**src/rtl/rdt_pkg.sv**
```systemverilog
// rtl/rdt_pkg.sv - shared types, constants and nibble-to-key mapping for result_display_tx
// Contents:
//   state_t    : transmit FSM states
//   KEY_ZERO   : key index of the '0' key (reset value of new_key_char)
//   nib_to_key : hex nibble -> keypad key index
package rdt_pkg;

    typedef enum logic [2:0] {
        IDLE   = 3'd0,
        LOAD   = 3'd1,
        STROBE = 3'd2,
        GAP    = 3'd3,
        FINISH = 3'd4
    } state_t;

    localparam logic [3:0] KEY_ZERO = 4'd13;

    // E and F land on the two non-glyph keys: the display still shifts, so
    // digit alignment is preserved even though those glyphs are not drawn.
    function automatic logic [3:0] nib_to_key(input logic [3:0] nibble);
        logic [3:0] k;
        case (nibble)
            4'h1:    k = 4'd0;
            4'h2:    k = 4'd1;
            4'h3:    k = 4'd2;
            4'hA:    k = 4'd3;
            4'h4:    k = 4'd4;
            4'h5:    k = 4'd5;
            4'h6:    k = 4'd6;
            4'hB:    k = 4'd7;
            4'h7:    k = 4'd8;
            4'h8:    k = 4'd9;
            4'h9:    k = 4'd10;
            4'hC:    k = 4'd11;
            4'hD:    k = 4'd15;
            4'hE:    k = 4'd12;
            4'hF:    k = 4'd14;
            default: k = KEY_ZERO;
        endcase
        return k;
    endfunction

endpackage

```
**src/rtl/nib_to_key_enc.sv**
```systemverilog
// rtl/nib_to_key_enc.sv - combinational hex nibble to keypad key index encoder
// Ports:
//   nibble : input  [3:0] hex digit
//   key    : output [3:0] keypad key index the display understands
module nib_to_key_enc
    import rdt_pkg::*;
(
    input  logic [3:0] nibble,
    output logic [3:0] key
);

    assign key = nib_to_key(nibble);

endmodule

```
**src/rtl/result_display_tx.sv**
```systemverilog
// rtl/result_display_tx.sv - replays a 16-bit result as four key events into the shift-left display
// Ports:
//   clk, reset_n  : clock, asynchronous active-low reset
//   start         : request a transmission (accepted only in IDLE)
//   value [15:0]  : result word, latched on acceptance
//   busy          : high from accepted start until done
//   done          : one-cycle pulse after the last digit's gap
//   disp_enable   : display accept enable (screen_clear)
//   new_key       : character strobe, display samples on its rising edge
//   new_key_char  : key index of the current digit
// Optional feature: define RDT_AUTO_UPDATE_EN to retransmit automatically
// whenever value differs from the last transmitted word.
module result_display_tx
    import rdt_pkg::*;
#(
    parameter int STROBE_CYCLES = 1,
    parameter int GAP_CYCLES    = 2,
    parameter int NUM_DIGITS    = 4
) (
    input  logic        clk,
    input  logic        reset_n,
    input  logic        start,
    input  logic [15:0] value,
    output logic        busy,
    output logic        done,
    output logic        disp_enable,
    output logic        new_key,
    output logic [3:0]  new_key_char
);

    localparam logic [15:0] STROBE_END = 16'(STROBE_CYCLES - 1);
    localparam logic [15:0] GAP_END    = 16'(GAP_CYCLES - 1);
    localparam logic [2:0]  LAST_DIGIT = 3'(NUM_DIGITS - 1);
    localparam logic [2:0]  ALL_DIGITS = 3'(NUM_DIGITS);

    state_t      state_q, state_d;
    logic [15:0] value_q, value_d;
    logic [2:0]  digit_q, digit_d;
    logic [15:0] timer_q, timer_d;
    logic        busy_q, busy_d;
    logic        done_q, done_d;
    logic        disp_enable_q, disp_enable_d;
    logic        new_key_q, new_key_d;
    logic [3:0]  char_q, char_d;

    logic        trigger;
    logic [15:0] nib_src;
    logic [2:0]  nib_idx;
    logic [3:0]  nib_sel;
    logic [3:0]  key_next;

`ifdef RDT_AUTO_UPDATE_EN
    logic [15:0] shadow_q, shadow_d;

    assign trigger = start | (value != shadow_q);

    always_comb begin
        shadow_d = shadow_q;
        if (state_q == IDLE && trigger) begin
            shadow_d = value;
        end
    end

    always_ff @(posedge clk or negedge reset_n) begin
        if (!reset_n) begin
            shadow_q <= 16'h0000;
        end else begin
            shadow_q <= shadow_d;
        end
    end
`else
    assign trigger = start;
`endif

    // In IDLE the first nibble comes straight from the input so its key is
    // ready at acceptance; afterwards the encoder looks one digit ahead so
    // the next key is loaded as the current strobe falls.
    always_comb begin
        nib_src = (state_q == IDLE) ? value : value_q;
        nib_idx = (state_q == IDLE) ? 3'd0 : digit_q + 3'd1;
        case (nib_idx)
            3'd0:    nib_sel = nib_src[15:12];
            3'd1:    nib_sel = nib_src[11:8];
            3'd2:    nib_sel = nib_src[7:4];
            default: nib_sel = nib_src[3:0];
        endcase
    end

    nib_to_key_enc u_enc (
        .nibble (nib_sel),
        .key    (key_next)
    );

    always_comb begin
        state_d       = state_q;
        value_d       = value_q;
        digit_d       = digit_q;
        timer_d       = timer_q;
        busy_d        = busy_q;
        done_d        = 1'b0;
        disp_enable_d = disp_enable_q;
        new_key_d     = new_key_q;
        char_d        = char_q;

        case (state_q)
            IDLE: begin
                if (trigger) begin
                    value_d       = value;
                    busy_d        = 1'b1;
                    disp_enable_d = 1'b1;
                    char_d        = key_next;
                    digit_d       = 3'd0;
                    timer_d       = 16'd0;
                    state_d       = LOAD;
                end
            end
            LOAD: begin
                new_key_d = 1'b1;
                timer_d   = 16'd0;
                state_d   = STROBE;
            end
            STROBE: begin
                if (timer_q == STROBE_END) begin
                    new_key_d = 1'b0;
                    timer_d   = 16'd0;
                    digit_d   = digit_q + 3'd1;
                    // The last key stays on the bus once sent.
                    if (digit_q < LAST_DIGIT) begin
                        char_d = key_next;
                    end
                    state_d = GAP;
                end else begin
                    timer_d = timer_q + 16'd1;
                end
            end
            GAP: begin
                if (timer_q == GAP_END) begin
                    timer_d = 16'd0;
                    if (digit_q < ALL_DIGITS) begin
                        new_key_d = 1'b1;
                        state_d   = STROBE;
                    end else begin
                        done_d        = 1'b1;
                        busy_d        = 1'b0;
                        disp_enable_d = 1'b0;
                        state_d       = FINISH;
                    end
                end else begin
                    timer_d = timer_q + 16'd1;
                end
            end
            FINISH: begin
                digit_d = 3'd0;
                state_d = IDLE;
            end
            default: begin
                state_d = IDLE;
            end
        endcase
    end

    always_ff @(posedge clk or negedge reset_n) begin
        if (!reset_n) begin
            state_q       <= IDLE;
            value_q       <= 16'h0000;
            digit_q       <= 3'd0;
            timer_q       <= 16'd0;
            busy_q        <= 1'b0;
            done_q        <= 1'b0;
            disp_enable_q <= 1'b0;
            new_key_q     <= 1'b0;
            char_q        <= KEY_ZERO;
        end else begin
            state_q       <= state_d;
            value_q       <= value_d;
            digit_q       <= digit_d;
            timer_q       <= timer_d;
            busy_q        <= busy_d;
            done_q        <= done_d;
            disp_enable_q <= disp_enable_d;
            new_key_q     <= new_key_d;
            char_q        <= char_d;
        end
    end

    assign busy         = busy_q;
    assign done         = done_q;
    assign disp_enable  = disp_enable_q;
    assign new_key      = new_key_q;
    assign new_key_char = char_q;

endmodule

```
**config.mk**
```make
export PLATFORM = sky130hd
export DESIGN_NAME = result_display_tx
export DESIGN_NICKNAME = d
export VERILOG_FILES = /design/src/rtl/rdt_pkg.sv /design/src/rtl/nib_to_key_enc.sv /design/src/rtl/result_display_tx.sv
export SDC_FILE = /design/constraint.sdc
export NUM_CORES = 1
export LEC_CHECK = 0
export BUFFER_PORTS_ARGS = -buffer_cell sky130_fd_sc_hd__buf_4
export CORE_AREA = 2 2 73 75
export CTS_CLUSTER_DIAMETER = 150
export DETAILED_ROUTE_END_ITERATION = 8
export DIE_AREA = 0 0 75 77
export PLACE_DENSITY = 0.71
export SLEW_MARGIN = 10
export SYNTH_ARGS = -nofsm -noshare
export SYNTH_HDL_FRONTEND = slang
export SYNTH_SLANG_ARGS = --single-unit
export TNS_END_PERCENT = 30
```
**constraint.sdc**
```tcl
create_clock -name clk -period 1.95 [get_ports clk]
set_input_delay 0.39 -clock clk [delete_from_list [all_inputs] [get_ports clk]]
set_output_delay 0.39 -clock clk [all_outputs]
set_load 0.005 [all_outputs]
```
# ---- Word level (Yosys, flattened, before mapping)
# Memories as Yosys holds them, arrays and structs flattened.
# Cells that the tools add are included.
dict set report totals {
  regBits 45
  mem_bits_ro 64
  in_bits 19
  output_inout_bits 8
  wordCells 71
  memories 1
}
# name depth word_bits read_ports rd_clocked_by_memory_dff wr line_no
set memory_table {}
lappend memory_table {{(no name shown)} 16 4 1 0 0 rdt_pkg.sv:22} ;# case (nibble)
dict set report classes {
  n_addsub 2
  n_lt_le_gt_ge 2
  eq_ne 13
  muxes 30
  n_reduce_logical 15
}
# operator count
set ops {}
lappend ops {{$mux 16} 4}
lappend ops {{$pmux 16 s4} 1}
lappend ops {{$mux 3} 7}
lappend ops {{$add 16x1->16 const B} 1}
lappend ops {{$eq 16x1->1 const B} 1}
lappend ops {{$logic_not 16->1} 1}
lappend ops {{$mux 4} 3}
lappend ops {{$ne 2x2->1 const B} 6}
lappend ops {{$pmux 3 s4} 1}
lappend ops {{$pmux 4 s3} 1}
lappend ops {{$reduce_and 4->1} 3}
lappend ops {{$eq 3x2->1 const B} 3}
lappend ops {{$mux 1} 9}
lappend ops {{$pmux 3 s3} 1}
lappend ops {{$pmux 4 s2} 1}
lappend ops {{$eq 3x1->1 const B} 2}
lappend ops {{$logic_not 3->1} 2}
lappend ops {{$reduce_and 3->1} 2}
lappend ops {{$reduce_bool 3->1} 2}
lappend ops {{$reduce_and 2->1} 2}
lappend ops {{$reduce_bool 2->1} 2}
lappend ops {{$reduce_bool 4->1} 1}
lappend ops {{$add 3x1->3 const B} 1}
lappend ops {{$eq 3x3->1 const B} 1}
lappend ops {{other kinds (4)} 4}

# ---- Longest topological paths before layout
# Gate-level depths: netlist of the first run.
# An unclocked memory read counts as a cell.
dict set report depth {
  word_depth 8
  ltp_mapped 9
  depth_no_buf 8
}

# ---- Hierarchy
# From an unflattened synthesis of the first run, not the netlist that was laid out.
dict set report unflattened {
  cells_unflattened 267
  hier_area_um2 2620.0
}
# module instances cells_per_inst area_each_um2 seq_area_each_um2
set modules_own_cells {}
lappend modules_own_cells {result_display_tx 1 245 2472.4 1129.8}
lappend modules_own_cells {nib_to_key_enc 1 22 147.6 0.0}

# ---- Worst setup path before layout of the first run
# Ideal clock, no wire load.
dict set report synth_timing {
  path_kind {flip-flop to flip-flop}
  from {register digit_q[0]}
  to {register char_q[1] (netlist: new_key_char[1])}
  setup_ns 0.122
  arrival_ns 1.914
  required_time_ns 1.828
  path_slack_ns -0.086
  path_stages_with_launch 9
  path_buffers 0
  period_less_slack_ns 2.036
  cell_sequence {dfrtp_1 ha_1 xor2_2 nor2_2 a221oi_1 a22oi_2 nor3_1 o21ai_1 a32o_1}
}
dict set report synth_between {
  elab_chain_len 8
  word_cells_on_any_way 14
  cone_classes {add/sub (1); order compare (1); eq/ne (3); mux (6); reduce/logical (2); memory (1)}
}
# element line_no
set synth_rtl {}
lappend synth_rtl {{start, declared} result_display_tx.sv:38} ;# logic [2:0] digit_q, digit_d;
lappend synth_rtl {{start signal, assigned} result_display_tx.sv:176} ;# digit_q <= digit_d;
lappend synth_rtl {{$add 3x1->3} result_display_tx.sv:80} ;# nib_idx = (state_q == IDLE) ? 3'd0 : digit_q + 3'd1;
lappend synth_rtl {{$mux 3} result_display_tx.sv:80}
lappend synth_rtl {{$eq 3x2->1, or another cell as far along} result_display_tx.sv:81} ;# case (nib_idx)
lappend synth_rtl {{$pmux 4 s3} result_display_tx.sv:81}
lappend synth_rtl {{$mem_v2 16x4} --}
lappend synth_rtl {{$mux 4} result_display_tx.sv:128} ;# if (digit_q < LAST_DIGIT) begin
lappend synth_rtl {{$mux 4} result_display_tx.sv:123} ;# if (timer_q == STROBE_END) begin
lappend synth_rtl {{$pmux 4 s2} result_display_tx.sv:105} ;# case (state_q)
lappend synth_rtl {{end signal, assigned} result_display_tx.sv:182} ;# char_q <= char_d;
lappend synth_rtl {{end, declared} result_display_tx.sv:44} ;# logic [3:0] char_q, char_d;
# Parallel ways exist; a longest one is shown, timed or not. The select of a mux whose other input is x is not followed.
# A chain may end at the register's enable or synchronous reset.

# ---- Worst setup path after layout of the first run
dict set report layout_timing {
  from {register digit_q[1]}
  to {register char_q[1] (netlist: new_key_char[1])}
}
# The elaborated chain is that of the path after synthesis.

==> impl_metrics.ini, run 1 <==
[outcome]
violations = setup timing
status = finished, violations left

[critical_path]
cp_max_fo = 4
timing.critical_path.from = digit_q[1]
crit_required_ns = 2.14
critPathLaunchType = register
worstPathArrival_ns = 2.25
rr_startpoint = digit_q[1]
setup.worst_path.end_class = register
crit_type = reg -> reg

[route]
drt_iter0_drc = 117
wl_per_cell_um = 14.71
routed_via_density = 5.364
drc = 0
routed_wl_um = 5502
via_count = 2006
first_pass_iters = 4
ant_nets = 0

[clock_network]
cts_tree = yes
ctsRootBufferMaster = clkbuf_8
clk_pin_slew_ns = 0.09
clk_path_buf_depth = 2
holdBufCountCts = 0
h-tree-depth = 2
cts.sinks = 45
worst_skew_pair.late_latency_ns = 0.29
cts_made_buffers = 5

[sta]
fmax_mhz = 484.2
fin_crit_sh = 1.059
final_hold_viol_count = 0
setup_viol = 4
hold_ws_ns = 0.07466
skew_ns = 0.007893
setup_slack_ns = -0.1154
worst_slew_pin_slew_ns = 0.5719
fin_crit_ns = 2.065
slew_viol_final = 0
rsz0062_at_grt = yes
slew_headroom = 0.6187

[synthesis]
synth-seq-area-share = 0.4636
synthArstFlopShare = 1.000
yosys_warnings = 0
syn-num-nets = 265
synth.distinct_cells = 50
postSynthCellCount = 242
synth_area_mm2 = 0.002437
synth_seq_cells = 45
syn_avg_cell_area_um2 = 10.07
synth_edf_count = 0
synth_ff_type = dfrtp_1

[min_path]
hp-class = in -> async

[place]
gp_congestion = 0.8070
place_area_mm2 = 0.002952
io_buffers = 26
dpl.hpwl_um = 3662

[power_and_ir_drop]
combPwrFrac = 0.600
power_density_mw_per_mm2 = 1752
power_frac_clock = 0.131
p_leak_nw = 1.472
intPower_w = 0.003381
ir_drop_v = 0.0009181
seqPwrFrac = 0.269
switching_share = 0.4006
power_switching_w = 0.002260

[global_routing]
grt_pass1_wl_um = 9080
grt_pass1_vias = 1942
grt_max_degree = 46
grt-ovfl-total = 0
antenna_found_initial = 0
grt_usage = 0.2031

[die]
die_w_um = 75
io_pins = 27
start_util = 0.4897
die_y_um = 77
rows = 26
core_area_mm2 = 0.004977
dieArea_mm2 = 0.005775

[flow_run]
maxCapViolations = 0

[finish]
drive_above_1_share = 0.3947
final_nets = 326
antennaDiodeCount = 0
syn_to_final_growth_pct = 32.14
fin_area_mm2 = 0.003221
synth_stat cells, types with 3 or more instances:
| cell | instances | area (µm²) |
|---|---|---|
| a21oi_1 | 7 | 35.03 |
| o21ai_0 | 12 | 60.06 |
| nor4_1 | 3 | 18.77 |
| xor2_1 | 10 | 87.58 |
| a22o_1 | 4 | 35.03 |
| mux2_2 | 15 | 168.9 |
| o21ai_1 | 5 | 25.02 |
| o22ai_1 | 3 | 18.77 |
| buf_2 | 6 | 30.03 |
| nor3_1 | 5 | 25.02 |
| inv_1 | 11 | 41.29 |
| nor2b_1 | 3 | 18.77 |
| nand2_1 | 24 | 90.09 |
| nand3_1 | 8 | 40.04 |
| ha_1 | 4 | 50.05 |
| and2_1 | 4 | 25.02 |
| mux2i_1 | 5 | 50.05 |
| nor2_1 | 26 | 97.59 |
| dfstp_2 | 3 | 78.83 |
| and3_1 | 6 | 37.54 |
| dfrtp_1 | 42 | 1051 |
through the flow:
| stage | setup TNS, ns | utilization | power (W) | setup slack, ns | std cells |
|---|---|---|---|---|---|
| final | -0.2233 | 0.6471 | 0.005641 | -0.1154 | 374 |
| after global routing | -1.407 | 0.6471 | 0.006029 | -0.1632 | 374 |
| after CTS | -0.01213 | 0.6285 | 0.005286 | -0.01213 | 372 |
| after detailed placement | -0.3184 | 0.5930 | 0.004387 | -0.1013 | 362 |
| after global placement | -0.06242 | 0.5930 | 0.004313 | -0.03244 | 362 |
| after floorplan | 0 | - | 0.003608 | 0.002804 | 242 |
worst paths after layout:
check / to / slack [ns] / cells past startpoint
max in group asynchronous: state_q[0] / 1.45 / 1
min reg2reg: new_key_char[3] / 0.47 / 2
min: timer_q[6] / 0.07 / 1
max: new_key_char[1] / -0.12 / 8
min in group clk: value_q[0] / 0.30 / 3
max reg2reg: new_key_char[1] / -0.12 / 8
state kept, by name, indices dropped and copies added, names as in the netlist:
signal / flops
digit_q: 3
disp_enable: 1
done: 1
new_key: 1
new_key_char: 4
state_q: 3
timer_q: 16
value_q: 16
power groups by stage:
stage          clock (W)  combinational (W)  sequential (W)
2_1_floorplan          0            0.00215         0.00146
3_3_place_gp           0            0.00282         0.00149
3_5_place_dp           0            0.00289         0.00150
4_1_cts         0.000749            0.00304         0.00150
5_1_grt         0.000789            0.00368         0.00156
6_report        0.000737            0.00339         0.00152
area by class of cell:
class | instances | area (µm²)
timing repair buffer | 63 | 473.0
clock inverter | 1 | 30.03
fill | 408 | 1757
sequential | 45 | 1131
tap | 70 | 87.58
inverter | 11 | 41.29
multi-input combinational | 177 | 1371
clock buffer | 7 | 86.33
placed cells by master (no fill, tap or decap), types with 3 or more instances in the layout:
cell type	instances
a21oi_1	6
a22o_1	4
and2_4	3
and3_1	5
buf_4	63
clkbuf_8	6
dfrtp_1	41
dfstp_2	3
ha_1	3
inv_1	11
mux2_2	15
mux2i_1	5
nand2_1	24
nand3_1	7
nor2_1	24
nor2b_1	3
nor3_1	4
o21ai_0	9
o21ai_1	7
o22ai_1	3
xor2_1	10
cell families after synthesis:
family	count (synthesis)	share of synthesized area
multiplexers	20	0.08984
AO/OA/AOI/OAI	48	0.1530
buffers and inverters	21	0.03696
adder cells (fa/ha/maj)	4	0.02053
XOR/XNOR	13	0.04980
AND/OR/NAND/NOR	91	0.1863
flip-flops	45	0.4636
routing by layer:
layer  up-vias  share of wire  global-route usage
met3         6          0.026             0.03811
met4         0          0.010             0.06250
met1       982           0.47              0.2901
met2        40           0.50              0.3105
met5         -              0                   0
li1        978              -                   -
critical path: stages (launching register included):
cell     delay [ns]
dfrtp_1        0.42
ha_4           0.21
xor2_4         0.18
o22ai_1        0.16
nand2_1        0.13
a41o_1         0.27
nor3_1         0.24
o21ai_1        0.09
a32o_1         0.25
what timing repair did:
item	CTS	global route
setup buffers	1	2
cloned	1	0
pin swaps	5	11
gates resized for setup	7	16
endpoints found under the setup margin	20	22
(Power assumes the default switching activity.)
==> run 2, diff against run 1 <==
--- a/config.mk
+++ b/config.mk
@@ -5,11 +5,12 @@
 export SDC_FILE = /design/constraint.sdc
 export NUM_CORES = 1
 export LEC_CHECK = 0
+export ABC_AREA = 1
 export BUFFER_PORTS_ARGS = -buffer_cell sky130_fd_sc_hd__buf_4
-export CORE_AREA = 2 2 73 75
+export CORE_AREA = 3 3 77 79
 export CTS_CLUSTER_DIAMETER = 150
 export DETAILED_ROUTE_END_ITERATION = 8
-export DIE_AREA = 0 0 75 77
+export DIE_AREA = 0 0 80 82
 export PLACE_DENSITY = 0.71
 export SLEW_MARGIN = 10
 export SYNTH_ARGS = -nofsm -noshare
==> run 2 against run 1 <==
Effect of this change: the flow now finishes without violations; synthesized cell count rose by 47%; routed wire length rose by 1.3%; cell count rose by 23%; register-to-register slack improved by 0.27 ns; worst setup slack improved by 0.27 ns; combinational power fell by 22%; critical endpoint unchanged.
==> impl_metrics.ini, run 2 <==
[critical_path]
worstPathArrival_ns = 2.01
cp_max_fo = 4
crit_required_ns = 2.17
crit_type = reg -> reg
critPathLaunchType = register
setup.worst_path.end_class = register

[clock_network]
ctsRootBufferMaster = clkbuf_8
h-tree-depth = 2
cts_tree = yes
clk_path_buf_depth = 2
cts_made_buffers = 5
worst_skew_pair.late_latency_ns = 0.31
holdBufCountCts = 0
clk_pin_slew_ns = 0.10
cts.sinks = 45

[sta]
fmax_mhz = 557.6
final_hold_viol_count = 0
slew_viol_final = 0
setup_viol = 0
worst_slew_pin_slew_ns = 0.5731
fin_crit_sh = 0.9197
fin_crit_ns = 1.793
hold_ws_ns = 0.06725
skew_ns = 0.01100
slew_headroom = 0.6179
setup_slack_ns = 0.1566

[min_path]
hp-class = in -> async

[power_and_ir_drop]
finalPower_w = 0.004723
ir_drop_v = 0.0007324
power_density_mw_per_mm2 = 1545
p_leak_nw = 1.538

[synthesis]
yosysTopAreaCellShare = 0.3994
synth_most_common_cell = nand2_1
synth-seq-area-share = 0.4294
syn-num-nets = 378
syn_avg_cell_area_um2 = 7.412
yosys_warnings = 0
synth_common_cells = 130 x nand2_1, 42 x dfrtp_1, 36 x inv_1, 36 x nor2_1, 17 x nand3_1
postSynthCellCount = 355
synth_seq_cells = 45
yosysTopAreaCell = dfrtp_1
synth_area_mm2 = 0.002631
synth_edf_count = 0
synth_area_leaders = dfrtp_1 40%, nand2_1 19%, inv_1 5.1%
synth.distinct_cells = 39
synth_ff_type = dfrtp_1
synthArstFlopShare = 1.000

[die]
core_area_mm2 = 0.005405
start_util = 0.4868
io_pins = 27
die_y_um = 82
rows = 27
dieArea_mm2 = 0.006560
die_w_um = 80

[route]
ant_nets = 0
routed_wl_um = 5572
wl_per_cell_um = 12.09
routed_via_density = 4.963
via_count = 2288
first_pass_iters = 4
drc = 0
drt_iter0_drc = 112

[global_routing]
grt_pass1_wl_um = 9308
grt_usage = 0.1782
grt-ovfl-total = 0
antenna_found_initial = 0
grt_max_degree = 46
grt_pass1_vias = 2064

[finish]
stdcell_count = 461
layout_commonest_cell = nand2_1
drive_above_1_share = 0.1979
final_util = 0.5655
layout_common_cells = 127 x nand2_1, 42 x dfrtp_1, 35 x inv_1, 35 x nor2_1, 32 x buf_4
final_nets = 411
syn_to_final_growth_pct = 16.17
antennaDiodeCount = 0

[place]
pre_cts_slack_ns = 0.1136
gp_congestion = 0.8589
place_inst = 451
io_buffers = 26
dpl.hpwl_um = 3916

[flow_run]
maxCapViolations = 0

[outcome]
status = finished, final reports clean
==> run 2: cell count changes in the layout (fill, tap and decap cells not counted), sizes merged, moves of 8 or more <==
cell / delta
buf: -31
mux2: -15
nand3: +11
nor2: +16
inv: +29
nand2: +109
and3: -8
==> run 2: final timing paths <==
check,slack (ns),start,to,depth (start not counted)
max reg2reg,0.16,digit_q[1],new_key_char[1],16
min reg2reg,0.47,new_key_char[2],new_key_char[2],2
min,0.07,reset_n,timer_q[12],1
min in group clk,0.27,value[1],value_q[1],3
max,0.16,digit_q[1],new_key_char[1],16
max in group asynchronous,1.48,reset_n,timer_q[2],1
==> run 2: routing by layer <==
layer / GRT usage / vias to the layer above / part of all wire
met5: 0 / - / 0
met4: 0.04899 / 0 / 0.013
met3: 0.03289 / 7 / 0.044
met2: 0.2682 / 51 / 0.43
met1: 0.2621 / 1044 / 0.51
li1: - / 1186 / -
==> run 2: kinds of logic (layout without fill, tap and decap cells) <==
group | count (synthesis) | count (layout) | share of synthesized area
flops | 45 | 45 | 0.4294
buf+inv | 47 | 80 | 0.07417
simple gates | 220 | 221 | 0.3814
compound gates | 34 | 34 | 0.07941
xor+xnor | 5 | 5 | 0.01664
fa+ha+maj | 4 | 4 | 0.01902
==> run 2: cell type report <==
| cell class | count | area [µm²] |
|---|---|---|
| repair buffers | 32 | 240.2 |
| clock buffers | 5 | 68.82 |
| clock inverters | 3 | 22.52 |
| flip-flops and latches | 45 | 1130 |
| multi-input cells | 264 | 1355 |
| well taps | 72 | 90.09 |
| inverters | 40 | 150.1 |
| fillers | 528 | 2349 |
==> run 2: power breakdown <==
part / switching, W / internal (W)
Sequential: 0.000198 / 0.00127
Clock: 0.000354 / 0.000252
Combinational: 0.00166 / 0.000994
==> run 2: stage by stage <==
| stage | cell area [µm²] | TNS, ns |
|---|---|---|
| CTS | 3000 | 0 |
| detailed placement | 2909 | 0 |
| global route | 3057 | -0.1295 |
| global placement | 2909 | 0 |
| floorplan | 2631 | 0 |
| finish | 3057 | 0 |
==> run 2: critical path, stage by stage, from the launching register on <==
cell and delay (ns):
dfrtp_1 0.41, ha_2 0.21, inv_1 0.06, nand2_1 0.09, nand2_1 0.09, nand2_1 0.06
nand2_1 0.05, nor2_1 0.11, nand2_1 0.07, nand2_2 0.10, inv_1 0.08, nand2_1 0.08
nand2_1 0.06, nand2_1 0.05, nand3_1 0.07, nand2_1 0.06, inv_1 0.03
==> run 2: what timing repair did <==
| action | in CTS | in global routing |
|---|---|---|
| resized for setup | 0 | 12 |
| setup buffers | 0 | 1 |
| endpoints found under the setup margin | 0 | 16 |
==> run 3, diff against run 2 <==
==> constraint.sdc (replaced) <==
create_clock -name clk -period 1.95 [get_ports clk]
set_input_delay 0.0975 -clock clk [delete_from_list [all_inputs] [get_ports clk]]
set_output_delay 0.0975 -clock clk [all_outputs]
set_load 0.005 [all_outputs]
==> run 3 against run 2 <==
Effect of this change: fmax shrank 0.32%; critical path depth did not move; clock-buffer cell count did not move; combinational power about the same; routed wire length rose by 1.7%; register-to-register slack about the same; power up 0.45%; worst setup slack worse by 0.0057 ns; non-clock buffer count up 17; via count rose by 2.1%; sequential cell count unchanged.
==> impl_metrics.ini, run 3 (same netlist as run 2, synthesis figures left out) <==
[critical_path]
reg2reg_to = new_key_char[1]
critPathTopFamily = simple AND/OR/NAND/NOR gates
crit_chain = ha_2 -> inv_1 -> nand2_1 -> nand2_1 -> nand2_1 -> nand2_1 -> nor2_1 -> nand2_1 -> nand2_2 -> inv_1 -> nand2_1 -> nand2_1 -> nand2_1 -> nand3_1 -> nand2_1 -> inv_1
worst-path-buf-inv = 3
reg2reg_depth = 16
regToRegSetupSlack_ns = 0.15
crit_slowest_cell = dfrtp_1
crit_required_ns = 2.17
crit_path_max_incr_delay_ns = 0.41
setup.worst_path.end_class = register
crit_type = reg -> reg
worstPathArrival_ns = 2.02
path_common_cell = nand2_1
critPathLaunchType = register
cp_max_fo = 4
crit_cells = 16
rr_startpoint = digit_q[1]

[finish]
fin_area_mm2 = 0.003227
antennaDiodeCount = 0
syn_to_final_growth_pct = 22.63
layout_commonest_cell = nand2_1
layout_common_cells = 127 x nand2_1, 42 x dfrtp_1, 35 x inv_1, 35 x nor2_1, 32 x buf_4
drive_above_1_share = 0.1897
final_nets = 428

[outcome]
status = finished, final reports clean

[min_path]
hp-class = in -> reg
min_to = disp_enable
hold_start = start
min_path_cells = 3

[power_and_ir_drop]
ir_drop_v = 0.0007567
p_leak_nw = 1.609
switching_share = 0.4652
intPower_w = 0.002537
power_density_mw_per_mm2 = 1470
seqPwrFrac = 0.310
combPwrFrac = 0.563
power_switching_w = 0.002207
power_frac_clock = 0.127

[die]
core_area_mm2 = 0.005405
rows = 27
die_y_um = 82
die_w_um = 80
io_pins = 27
start_util = 0.4868
dieArea_mm2 = 0.006560

[clock_network]
clk_path_buf_depth = 2
cts_tree = yes
cts_made_buffers = 5
ctsRootBufferMaster = clkbuf_8
h-tree-depth = 2
cts.sinks = 45
clk_pin_slew_ns = 0.10
worst_skew_pair.late_latency_ns = 0.31

[place]
gp_congestion = 0.8589
pre_cts_slack_ns = 0.1136
dpl.hpwl_um = 3916
io_buffers = 26
place_area_mm2 = 0.002909

[global_routing]
grt_usage = 0.1832
grt_pass1_wl_um = 9577
antenna_found_initial = 0
grt_max_degree = 46
grt_pass1_vias = 2137
grt-ovfl-total = 0

[sta]
skew_ns = 0.01045
final_hold_viol_count = 0
fmax_mhz = 555.8
setup_viol = 0
slew_viol_final = 0
fin_crit_sh = 0.9226
worst_slew_pin_slew_ns = 0.5735
slew_headroom = 0.6177
fin_crit_ns = 1.799
setup_slack_ns = 0.1509

[route]
routed_wl_um = 5664
routed_via_density = 4.887
drt_iter0_drc = 115
drc = 0
via_count = 2336
wl_per_cell_um = 11.85
ant_nets = 0
first_pass_iters = 4

[flow_run]
maxCapViolations = 0
==> run 3: cell count changes in the layout (fill, tap and decap cells not counted) <==
cell / delta
dlygate4sd3_1: +17
==> run 3: power by group through the flow <==
stage | registers (W) | clock network [W] | logic (W)
2_1_floorplan | 0.00145 | 0 | 0.00184
3_3_place_gp | 0.00147 | 0 | 0.00240
3_5_place_dp | 0.00148 | 0 | 0.00243
4_1_cts | 0.00147 | 0.000610 | 0.00247
5_1_grt | 0.00151 | 0.000652 | 0.00308
6_report | 0.00147 | 0.000605 | 0.00267
==> run 3: how the worst max path moves through the flow <==
| stage | from | end | slack (ns) |
|---|---|---|---|
| 2_1_floorplan | digit_q[1] | new_key_char[1] | 0.33 |
| 3_3_place_gp | timer_q[11] | timer_q[4] | 0.15 |
| 3_5_place_dp | digit_q[1] | new_key_char[1] | 0.11 |
| 4_1_cts | digit_q[1] | new_key_char[1] | 0.08 |
| 5_1_grt | digit_q[1] | new_key_char[1] | -0.01 |
| 6_report | digit_q[1] | new_key_char[1] | 0.15 |
==> run 3: worst reg2reg max path, stage by stage (launching register included) <==
cell and delay, ns:
dfrtp_1 0.41, ha_2 0.21, inv_1 0.05, nand2_1 0.09, nand2_1 0.10, nand2_1 0.07
nand2_1 0.05, nor2_1 0.11, nand2_1 0.07, nand2_2 0.11, inv_1 0.08, nand2_1 0.08
nand2_1 0.06, nand2_1 0.05, nand3_1 0.08, nand2_1 0.06, inv_1 0.03
==> run 3: area by class of cell <==
cell class / count / area, µm²
multi-input combinational: 264 / 1355
tap: 72 / 90.09
clock buffer: 5 / 68.82
clock inverter: 3 / 22.52
sequential: 45 / 1130
timing repair buffer: 49 / 410.4
inverter: 40 / 150.1
fill: 499 / 2178
==> run 3: metal layers <==
layer  up-vias  global-route usage  wire, µm
met5         -                   0         0
met4         0             0.04899        78
met3         7             0.03289       252
met2        54              0.2815      2470
met1      1055              0.2659      2862
li1       1220                   -         -
==> run 3: per-stage QoR <==
stage	power (W)	setup TNS (ns)	util	cells	hold slack (ns)
after detailed placement	0.003913	0	0.5382	451	0.1372
after CTS	0.004546	0	0.5866	476	0.1667
final	0.004744	0	0.5970	478	0.1686
after global placement	0.003872	0	0.5382	451	0.1349
after global routing	0.005242	-0.01033	0.5970	478	0.1803
after floorplan	0.003286	0	-	355	-0.1981
==> run 3: timing repair <==
action,in CTS,in global routing
resized for setup,0,12
endpoints found under the hold margin,58,0
hold buffers,17,0
setup buffers,0,1
endpoints found under the setup margin,0,16
